## src/rtl/playlist_sched.sv

```systemverilog
// Playback scheduler for the buzzer music player: one-hot song ROM select,
// run/pause/restart control, auto-advance with an inter-song gap and repeat modes.
module playlist_sched #(
  parameter int NUM_SONGS      = 3,
  parameter int GAP_CYCLES     = 50000000,
  parameter int RESTART_CYCLES = 4
) (
  input  logic                         CLK,
  input  logic                         RST,
  input  logic                         btn_play,
  input  logic                         btn_next,
  input  logic                         btn_prev,
  input  logic                         song_done,
  input  logic [1:0]                   repeat_mode,
  output logic [NUM_SONGS-1:0]         song_sel,
  output logic [$clog2(NUM_SONGS)-1:0] song_idx,
  output logic                         play_en,
  output logic                         song_rstn,
  output logic [2:0]                   state
);

  localparam int IW    = $clog2(NUM_SONGS);
  localparam int CMAX  = (GAP_CYCLES > RESTART_CYCLES) ? GAP_CYCLES : RESTART_CYCLES;
  localparam int CW    = $clog2(CMAX + 1);

  typedef enum logic [2:0] {
    S_IDLE    = 3'd0,
    S_RESTART = 3'd1,
    S_PLAY    = 3'd2,
    S_PAUSE   = 3'd3,
    S_GAP     = 3'd4
  } state_t;

  state_t               r_state;
  logic [IW-1:0]        r_idx;
  logic [CW-1:0]        r_cnt;
  logic [NUM_SONGS-1:0] r_sel;
  logic                 r_play_en;
  logic                 r_rstn;

  state_t               w_nstate;
  logic [IW-1:0]        w_nidx;
  logic                 w_reload;

  function automatic logic [IW-1:0] f_inc(input logic [IW-1:0] idx);
    f_inc = (idx == IW'(NUM_SONGS - 1)) ? {IW{1'b0}} : idx + {{(IW-1){1'b0}}, 1'b1};
  endfunction

  function automatic logic [IW-1:0] f_dec(input logic [IW-1:0] idx);
    f_dec = (idx == {IW{1'b0}}) ? IW'(NUM_SONGS - 1) : idx - {{(IW-1){1'b0}}, 1'b1};
  endfunction

  // Next-state / next-index decision; the if/else chains encode play > next > prev > done.
  always_comb begin
    w_nstate = r_state;
    w_nidx   = r_idx;
    w_reload = 1'b0;
    case (r_state)
      S_IDLE: begin
        if (btn_play) begin
          w_nstate = S_RESTART;
          w_reload = 1'b1;
        end else if (btn_next) begin
          w_nidx = f_inc(r_idx);
        end else if (btn_prev) begin
          w_nidx = f_dec(r_idx);
        end else begin
          w_nstate = S_IDLE;
        end
      end
      S_RESTART: begin
        w_reload = 1'b1;
        if (btn_play) begin
          w_nstate = S_IDLE;
        end else if (btn_next) begin
          w_nidx = f_inc(r_idx);
        end else if (btn_prev) begin
          w_nidx = f_dec(r_idx);
        end else if (r_cnt == CW'(RESTART_CYCLES - 1)) begin
          w_nstate = S_PLAY;
        end else begin
          w_reload = 1'b0;
        end
      end
      S_PLAY, S_PAUSE: begin
        w_reload = 1'b1;
        if (btn_play) begin
          w_nstate = (r_state == S_PLAY) ? S_PAUSE : S_PLAY;
        end else if (btn_next) begin
          w_nidx   = f_inc(r_idx);
          w_nstate = S_RESTART;
        end else if (btn_prev) begin
          w_nidx   = f_dec(r_idx);
          w_nstate = S_RESTART;
        end else if (song_done && r_state == S_PLAY) begin
          w_nstate = S_GAP;
        end else begin
          w_reload = 1'b0;
        end
      end
      S_GAP: begin
        w_reload = 1'b1;
        if (btn_play) begin
          w_nstate = S_IDLE;
        end else if (btn_next) begin
          w_nidx   = f_inc(r_idx);
          w_nstate = S_RESTART;
        end else if (btn_prev) begin
          w_nidx   = f_dec(r_idx);
          w_nstate = S_RESTART;
        end else if (r_cnt == CW'(GAP_CYCLES - 1)) begin
          // repeat_mode only matters on this expiry cycle
          case (repeat_mode)
            2'd1: begin
              w_nidx   = f_inc(r_idx);
              w_nstate = S_RESTART;
            end
            2'd2: begin
              w_nstate = S_RESTART;
            end
            default: begin
              w_nidx   = f_inc(r_idx);
              w_nstate = (r_idx == IW'(NUM_SONGS - 1)) ? S_IDLE : S_RESTART;
            end
          endcase
        end else begin
          w_reload = 1'b0;
        end
      end
      default: begin
        w_nstate = S_IDLE;
        w_nidx   = {IW{1'b0}};
        w_reload = 1'b1;
      end
    endcase
  end

  // State, index, saturating counter and registered outputs decoded from the next state.
  always_ff @(posedge CLK or negedge RST) begin
    if (!RST) begin
      r_state   <= S_IDLE;
      r_idx     <= {IW{1'b0}};
      r_cnt     <= {CW{1'b0}};
      r_sel     <= {{(NUM_SONGS-1){1'b0}}, 1'b1};
      r_play_en <= 1'b0;
      r_rstn    <= 1'b0;
    end else begin
      r_state   <= w_nstate;
      r_idx     <= w_nidx;
      r_sel     <= {{(NUM_SONGS-1){1'b0}}, 1'b1} << w_nidx;
      r_play_en <= (w_nstate == S_PLAY);
      r_rstn    <= (w_nstate == S_PLAY) || (w_nstate == S_PAUSE);
      if (w_reload) begin
        r_cnt <= {CW{1'b0}};
      end else if (r_cnt != {CW{1'b1}}) begin
        r_cnt <= r_cnt + {{(CW-1){1'b0}}, 1'b1};
      end else begin
        r_cnt <= r_cnt;
      end
    end
  end

  assign state     = r_state;
  assign song_idx  = r_idx;
  assign song_sel  = r_sel;
  assign play_en   = r_play_en;
  assign song_rstn = r_rstn;

endmodule

```

## config.mk

```make
export PLATFORM = sky130hd
export DESIGN_NAME = playlist_sched
export DESIGN_NICKNAME = d
export VERILOG_FILES = /design/src/rtl/playlist_sched.sv
export SDC_FILE = /design/constraint.sdc
export NUM_CORES = 1
export LEC_CHECK = 0
export ABC_AREA = 1
export BUFFER_PORTS_ARGS = -buffer_cell sky130_fd_sc_hd__buf_2
export CAP_MARGIN = 20
export CORE_ASPECT_RATIO = 1.5
export CORE_UTILIZATION = 58
export DETAILED_ROUTE_END_ITERATION = 12
export GPL_TIMING_DRIVEN = 0
export PLACE_DENSITY = 0.77
export SLEW_MARGIN = 5
export SYNTH_ARGS = -nofsm -noshare
export SYNTH_HDL_FRONTEND = slang
export SYNTH_SLANG_ARGS = --single-unit
```

## constraint.sdc

```tcl
create_clock -name CLK -period 5.4 [get_ports CLK]
set_input_delay 1.08 -clock CLK [delete_from_list [all_inputs] [get_ports CLK]]
set_output_delay 1.08 -clock CLK [all_outputs]
set_load 0.01 [all_outputs]
```

After elaboration in Yosys (flattened, before gate mapping):

Index checks and enable logic that the tools add are counted.

* equal/unequal tests: 12
* multiplexer cells: 46
* add/sub/neg operators: 3
* reductions and logical operators: 8
* shift-type cells: 1

Operators by type and width (number)
* 26-bit two-way mux: 2
* 3-bit two-way mux: 15
* 26-bit by 1-bit adder with 26-bit output (second input constant): 1
* 26-bit by 2-bit equality test with 1-bit output (second input constant): 1
* 26-bit equality test (second input constant): 1
* 26-bit inequality test (second input constant): 1
* 2-bit two-way mux: 10
* 1-bit two-way mux: 16
* 3-bit by 2-bit equality test with 1-bit output (second input constant): 4
* 3-bit case mux with 4 select lines: 1
* 2-bit equality test (second input constant): 2
* 1-bit case mux with 4 select lines: 1
* 2-bit case mux with 2 select lines: 1
* 2-bit OR reduction: 2
* 4-bit OR reduction: 1
* 3-bit by 1-bit equality test with 1-bit output (second input constant): 1
* 3-bit equality test (second input constant): 1
* 3-bit logical NOT: 1
* 1-bit by 2-bit left shift with 3-bit output (first input constant): 1
* 2-bit by 1-bit adder with 2-bit output (second input constant): 1
* 2-bit by 1-bit equality test with 1-bit output (second input constant): 1
* 2-bit logical NOT: 1
* 2-bit nonzero test: 1
* 2-bit by 1-bit subtractor with 2-bit output (second input constant): 1
* other kinds (2): 2

* logic and storage cells: 76
* bits of input ports: 8
* output and inout port bits: 10
* register bits: 36

Logic depth before layout (Yosys ltp):

Gate-level depths: netlist of run 1.

* depth after elaboration: 10
* gate-level depth with buffers: 13
* depth with buffers taken out: 12

Worst setup path before layout of run 1:

No wires, ideal clock.

* path type: input to register
* from: input btn_prev
* to: register r_play_en, in the netlist play_en
* library setup time: 0.071 ns
* stages: 9
* slack: 3.369 ns
* data required time: 5.329 ns
* data arrival time: 1.960 ns
* path buffers: 0
* path through: nor2_1 -> inv_1 -> nor2_1 -> inv_1 -> nor2_1 -> o22ai_1 -> a31oi_1 -> nand2_1 -> nor2_1

* cells in the longest elaborated chain, start to end: 5
* elaborated cells on any way between the ends: 14
* classes of those cells: 1 x eq/ne; 13 x mux

RTL lines
* start, declared: RTL line 12 `input logic btn_prev,`
* 3-bit two-way mux, on equally long branches (3 in series)
* 3-bit case mux with 4 select lines (*): RTL line 58 `case (r_state)`
* named net w_nstate[0]: RTL line 41 `state_t w_nstate;`
* 3-bit by 2-bit equality test with 1-bit output (*): RTL line 151 `r_play_en <= (w_nstate == S_PLAY);`
* end signal, assigned: RTL line 151
* end, declared: RTL line 38 `logic r_play_en;`

The timed path passes the listed nets; every way through them passes the cells marked *.
A chain may end at the register's enable or synchronous reset.

Worst setup path after layout of run 1:

* from: register r_cnt[0]
* to: register r_cnt[11]

* cells in the longest elaborated chain, start to end: 7
* elaborated cells on any way between the ends: 16
* classes of those cells: 1 x add/sub; 3 x eq/ne; 11 x mux; 1 x reduce/logical

RTL lines
* start, declared: RTL line 36 `logic [CW-1:0] r_cnt;`
* start signal, assigned: RTL line 143 `r_cnt <= {CW{1'b0}};`
* start signal, assigned: RTL line 154 `r_cnt <= {CW{1'b0}};`
* start signal, assigned: RTL line 156 `r_cnt <= r_cnt + {{(CW-1){1'b0}}, 1'b1};`
* 26-bit equality test / 26-bit by 2-bit equality test with 1-bit output (equally long branches): RTL line 111, 79
* 1-bit two-way mux, on equally long branches: RTL line 111, 79
* 1-bit two-way mux, on equally long branches: RTL line 108, 77
* 1-bit two-way mux, on equally long branches: RTL line 105, 75
* 1-bit two-way mux, on equally long branches: RTL line 103, 73
* 1-bit case mux with 4 select lines: RTL line 58
* 26-bit two-way mux / 2-bit nonzero test (equally long branches)

Parallel ways exist; a longest one is shown, timed or not. The select of a mux whose other input is x is not followed.

==> results of run 1 <==
==> final timing paths <==
path                                        from                     to  depth (start not counted)
max reg2reg                 r_cnt[0]$_DFFE_PN0P_  r_cnt[11]$_DFFE_PN0P_                         11
max                         r_cnt[0]$_DFFE_PN0P_  r_cnt[11]$_DFFE_PN0P_                         11
max in group asynchronous                    RST  r_cnt[13]$_DFFE_PN0P_                          1
min in group asynchronous                    RST   r_cnt[0]$_DFFE_PN0P_                          1
min                        r_cnt[11]$_DFFE_PN0P_  r_cnt[11]$_DFFE_PN0P_                          2
min reg2reg                r_cnt[11]$_DFFE_PN0P_  r_cnt[11]$_DFFE_PN0P_                          2
==> final cells by class <==
| class | instances | area (um^2) |
|---|---|---|
| flip-flops and latches | 36 | 902.1 |
| fillers | 411 | 1421 |
| well taps | 46 | 57.56 |
| inverters | 46 | 172.7 |
| clock buffers | 5 | 68.82 |
| clock inverters | 3 | 42.54 |
| multi-input cells | 279 | 1441 |
| plain buffers | 6 | 53.80 |
| repair buffers | 17 | 85.08 |
==> power by group <==
| group | internal (W) | switching [W] | total, W |
|---|---|---|---|
| Sequential | 0.000282 | 0.0000102 | 0.000292 |
| Combinational | 0.0000322 | 0.0000588 | 0.0000910 |
| Clock | 0.000137 | 0.000105 | 0.000242 |
| Total | 0.000451 | 0.000174 | 0.000625 |
==> critical path: stages (launching register included) <==
cell,delay [ps]
dfrtp_1,430
ha_1,240
inv_1,170
nor2_8,210
nand2_1,80
nor2_2,140
nand3_1,110
nand4_1,110
nand2_2,110
nand2_4,140
buf_6,160
nor2_1,60
==> cells in the mapped netlist, types with 4 or more instances <==
cell type / instances / area (um^2)
buf_6: 4 / 45.04
nand2_1: 90 / 337.8
nand4_1: 9 / 56.30
dfrtp_1: 35 / 875.8
o21ai_0: 12 / 60.06
nor2_2: 4 / 25.02
a21oi_1: 5 / 25.02
inv_1: 45 / 168.9
ha_1: 6 / 75.07
nand3_1: 34 / 170.2
nand3b_1: 10 / 75.07
xor2_1: 14 / 122.6
nor3_1: 10 / 50.05
nor2_1: 64 / 240.2
==> per-stage QoR <==
stage | worst slack (ps) | instance area, um^2
after floorplan | 3369 | 2570
after global placement | 3051 | 2713
after detailed placement | 3021 | 2713
after CTS | 3304 | 2824
after global routing | 3120 | 2824
final | 3316 | 2824
==> sequential cells by signal, summed over array words and instances, names as in the netlist <==
signal	count
r_cnt	26
song_sel	3
state	3
song_idx	2
play_en	1
song_rstn	1
==> kinds of logic (layout without fill, tap and decap cells) <==
kind of cell | Yosys count | count (layout)
AND/OR/NAND/NOR | 232 | 232
buffers and inverters | 52 | 77
flip-flops | 36 | 36
AO/OA/AOI/OAI | 26 | 26
XOR/XNOR | 15 | 15
adder cells (fa/ha/maj) | 6 | 6
==> metal layers <==
| metal | vias up | GRT usage [%] |
|---|---|---|
| met3 | 24 | 4.961 |
| met1 | 1119 | 30.84 |
| met5 | - | 0 |
| met2 | 61 | 52.71 |
| li1 | 1229 | - |
| met4 | 0 | 17.52 |
==> flow_summary_export.csv, run 1 <==
group,metric,value,unit
layout,finalNonFillerCells,438,
detailed_routing,top_layer,"met4",
critical_path,arrival,2270,ps
sta,rsz0062_at_grt,"no",
clock_tree,cts_buffer_depth,2,
power_and_ir_drop,p_per_area,221.4,mW/mm^2
synth,synth_ff_type,"dfrtp_1",
layout,antenna_cells,0,
sta,finalHoldWorstSlack,583.3,ps
power_and_ir_drop,ir_worst_vdd,0.2016,mV
clock_tree,post-cts-setup-buffer-count,0,
place,dpl.hpwl,4852,um
synth,syn_area,0.002570,mm^2
floorplan,dieWidth,56.35,um
floorplan,coreArea,0.004245,mm^2
clock_tree,htreeDepth,2,
sta,finalSetupViolCount,0,
synth,ys.warnings.count,0,
detailed_routing,via_count,2433,
global_routing,overflow,0,
global_routing,grt_pass1_wl,10600,um
detailed_routing,drtIter0Drc,120,
place,port-buffer-count,17,
layout,final_nets,405,
power_and_ir_drop,power,0.0006252,W
sta,finClkSkew,8.480,ps
sta,slew_viol_final,0,
synth,synth-async-reset-ratio,100.0,%
detailed_routing,drt-total-wl,6171,um
synth,synthMuxAreaShare,0,%
clock_tree,cts_tree,"yes",
layout,area_growth,9.883,%
critical_path,endpoint_kind,"flop",
clock_tree,cts.sinks,36,
detailed_routing,wl_met1,2440,um
layout,drive_gt1_share,11.99,%
power_and_ir_drop,leakage,1.379,nW
layout,post-route-util,66.52,%
synth,avgSynthCellArea,7.003,um^2
detailed_routing,met2_length,3217,um
sta,period_needed,2084,ps
synth,yosys.area_share.xor_xnor,5.112,%
global_routing,grt_use_total,29.19,%
critical_path,setup.worst_path.class,"flop to flop",
sta,hold_viol_final,0,
synth,synthSimpleGateAreaFrac,42.45,%
place,placed_cells,430,
layout,final_cell_mix,"nand2_1, nor2_1, inv_1, dfrtp_1, nand3_1",
synth,synthCells,367,
critical_path,required,5590,ps
detailed_routing,route.met3.wl,184,um
place,globalplace.congestion,0.9616,
critical_path,start_kind,"flop",
synth,synth_cell_types,33,
clock_tree,numCtsBuffers,5,
detailed_routing,routedWlPerCell,14.09,um
floorplan,dieArea,0.004707,mm^2
sta,tightest_slew,790.2,ps
critical_path,r2r_slack,3320,ps
hold_path,hold_path_class,"flop to flop",
synth,synth_compound_area_share,5.599,%
clock_tree,ctsRootBufferMaster,"clkbuf_8",
flow_run,drv_cap,0,
clock_tree,clkSlewWorstSetupHoldPaths,80,ps
detailed_routing,routed_via_density,5.555,
synth,synth_sequential_area_ratio,35.10,%
floorplan,die_h,83.53,um
synth,yosys_register_bits,36,
synth,synth_fa_ha_area_share,2.921,%
synth,syn_nets,381,
clock_tree,cts_resized,0,
detailed_routing,drc,0,
floorplan,rows,29,
global_routing,grt_max_degree,37,
detailed_routing,drtAntennaViolNets,0,
sta,fmax,479.9,MHz
synth,synth_top_family_by_area,"simple AND/OR/NAND/NOR gates",
layout,layout_commonest_cell,"nand2_1",
detailed_routing,firstDrtPassIters,4,
floorplan,num_io_pins,18,
clock_tree,insertion_delay,300,ps
sta,finalCritPeriodShare,38.59,%
clock_tree,holdBufCountCts,0,
run_status,status,"complete, no violations",
synth,synth-edff-count,0,
sta,timing.slew.headroom,47.32,%
critical_path,crit_fanout,10,
global_routing,antenna_found_initial,0,
global_routing,grt_pass1_vias,2401,
sta,fin_setup_tns,0,ps
floorplan,initial_utilization,60.54,%
Power figures use the tool's default switching activity.
==> inputs of run 2 (changes only) <==
clock period = 2.2 ns   (was 5.4 ns; I/O delays follow)
==> run 2 against run 1 <==
Net effect: core utilization up 0.059 points; clock skew about the same; die area stayed put; combinational power up 150%; global-route usage unchanged; critical path type unchanged; critical endpoint unchanged.
==> flow_summary_export.csv, run 2 (synthesis gave the netlist of run 1 again) <==
group,metric,value,unit
layout,drive_gt1_share,12.50,%
sta,slew_viol_final,0,
layout,area_growth,9.980,%
clock_tree,ctsRootBufferMaster,"clkbuf_8",
critical_path,setup.worst_path.class,"flop to flop",
layout,fin_area,0.002826,mm^2
layout,layout_commonest_cell,"nand2_1",
critical_path,r2r_end,"r_cnt[11]$_DFFE_PN0P_",
detailed_routing,routed_via_density,5.553,
power_and_ir_drop,p_per_area,543.2,mW/mm^2
critical_path,crit_path_end,"r_cnt[11]$_DFFE_PN0P_",
clock_tree,clkSlewWorstSetupHoldPaths,80,ps
place,dpl.hpwl,4852,um
place,globalplace.congestion,0.9616,
critical_path,crit_fanout,10,
flow_run,drv_cap,0,
layout,finalNonFillerCells,438,
sta,fin_setup_tns,0,ps
layout,final_nets,405,
detailed_routing,drtAntennaViolNets,0,
floorplan,num_io_pins,18,
layout,final_cell_mix,"nand2_1, nor2_1, inv_1, dfrtp_1, nand3_1",
detailed_routing,drt-total-wl,6174,um
global_routing,overflow,0,
critical_path,arrival,2180,ps
layout,largest_reg_flops,26,
detailed_routing,drc,0,
clock_tree,htreeDepth,2,
global_routing,grt_use_total,29.19,%
floorplan,initial_utilization,60.54,%
clock_tree,insertion_delay,300,ps
power_and_ir_drop,leakage,1.376,nW
sta,finalCritPeriodShare,90.39,%
floorplan,dieArea,0.004707,mm^2
detailed_routing,firstDrtPassIters,4,
place,placed_cells,430,
critical_path,r2r_start,"r_cnt[0]$_DFFE_PN0P_",
critical_path,endpoint_kind,"flop",
run_status,status,"complete, no violations",
clock_tree,cts.sinks,36,
sta,finalHoldWorstSlack,215.3,ps
floorplan,dieWidth,56.35,um
place,port-buffer-count,17,
sta,finClkSkew,8.510,ps
floorplan,rows,29,
clock_tree,cts_tree,"yes",
clock_tree,cts_buffer_depth,2,
power_and_ir_drop,ir_worst_vdd,0.4948,mV
detailed_routing,via_count,2432,
critical_path,start_kind,"flop",
global_routing,grt_max_degree,37,
sta,fmax,502.9,MHz
global_routing,antenna_found_initial,0,
detailed_routing,routedWlPerCell,14.10,um
sta,finalSetupViolCount,0,
floorplan,die_h,83.53,um
sta,rsz0062_at_grt,"no",
critical_path,r2r_slack,210,ps
detailed_routing,drtIter0Drc,109,
place,place_area,0.002713,mm^2
floorplan,coreArea,0.004245,mm^2
critical_path,r2r_cells,11,
hold_path,hold_path_class,"primary input to async pin",
clock_tree,numCtsBuffers,5,
global_routing,grt_pass1_vias,2401,
layout,antenna_cells,0,
sta,period_needed,1988,ps
sta,timing.slew.headroom,47.32,%
layout,regMostFlops,"r_cnt",
layout,post-route-util,66.58,%
sta,tightest_slew,790.2,ps
clock_tree,post-cts-setup-buffer-count,0,
global_routing,grt_pass1_wl,10600,um
critical_path,startpoint,"r_cnt[0]$_DFFE_PN0P_",
sta,hold_viol_final,0,
critical_path,required,2390,ps
## run 2: cell count changes in the layout (fill, tap and decap cells not counted)
cell   previous run  this run
ha_1              6         5
inv_1            45        44
ha_2              0         1
inv_2             1         2
## run 2: timing repair
action                                  4_1_cts  5_1_grt
resized for setup                             0        2
hold buffers                                  0        0
endpoints found under the setup margin        0       16
## run 2: per-stage QoR
stage,power [W],setup WS [ps]
after floorplan,0.0008729,479.5
after global placement,0.0009473,123.4
after detailed placement,0.0009565,129.8
after CTS,0.001534,104.4
after global routing,0.001592,42.95
final,0.001535,211.5
## run 2: layout make-up
cell class                      instances  area, um^2
Clock buffer                            5       68.82
Buffer                                  6       53.80
Fill cell                             411        1419
Clock inverter                          3       42.54
Multi-Input combinational cell        279        1444
Timing Repair Buffer                   17       85.08
Sequential cell                        36       902.1
Inverter                               46       172.7
Tap cell                               46       57.56
## run 2: how the worst min path moves through the flow
stage,from,to,depth (start not counted)
2_1_floorplan,RST,play_en$_DFF_PN0_,0
3_3_place_gp,RST,r_cnt[0]$_DFFE_PN0P_,1
3_5_place_dp,RST,r_cnt[0]$_DFFE_PN0P_,1
4_1_cts,RST,r_cnt[24]$_DFFE_PN0P_,1
5_1_grt,RST,r_cnt[7]$_DFFE_PN0P_,1
6_report,RST,r_cnt[0]$_DFFE_PN0P_,1
## run 2: routing by layer
metal	vias up	track usage [%]	part of all wire (%)
met2	61	52.71	52
met4	0	17.52	5.3
met3	24	4.961	3.0
met1	1119	30.84	40
met5	-	0	0
li1	1228	-	-
## run 2: where the power goes
group	total, W	switching, W	internal [W]	leakage (nW)
combinational	0.000224	0.000144	0.0000794	0.832
clock	0.000594	0.000259	0.000335	0.0541
sequential	0.000717	0.0000254	0.000692	0.490
total	0.00154	0.000429	0.00111	1.38
## run 2: critical path, cell delays in order, from the launching register on
cell and delay (ps):
dfrtp_1 430, ha_2 250, inv_2 100, nor2_8 180, nand2_1 80, nor2_2 140
nand3_1 110, nand4_1 110, nand2_2 110, nand2_4 140, buf_6 160, nor2_1 60
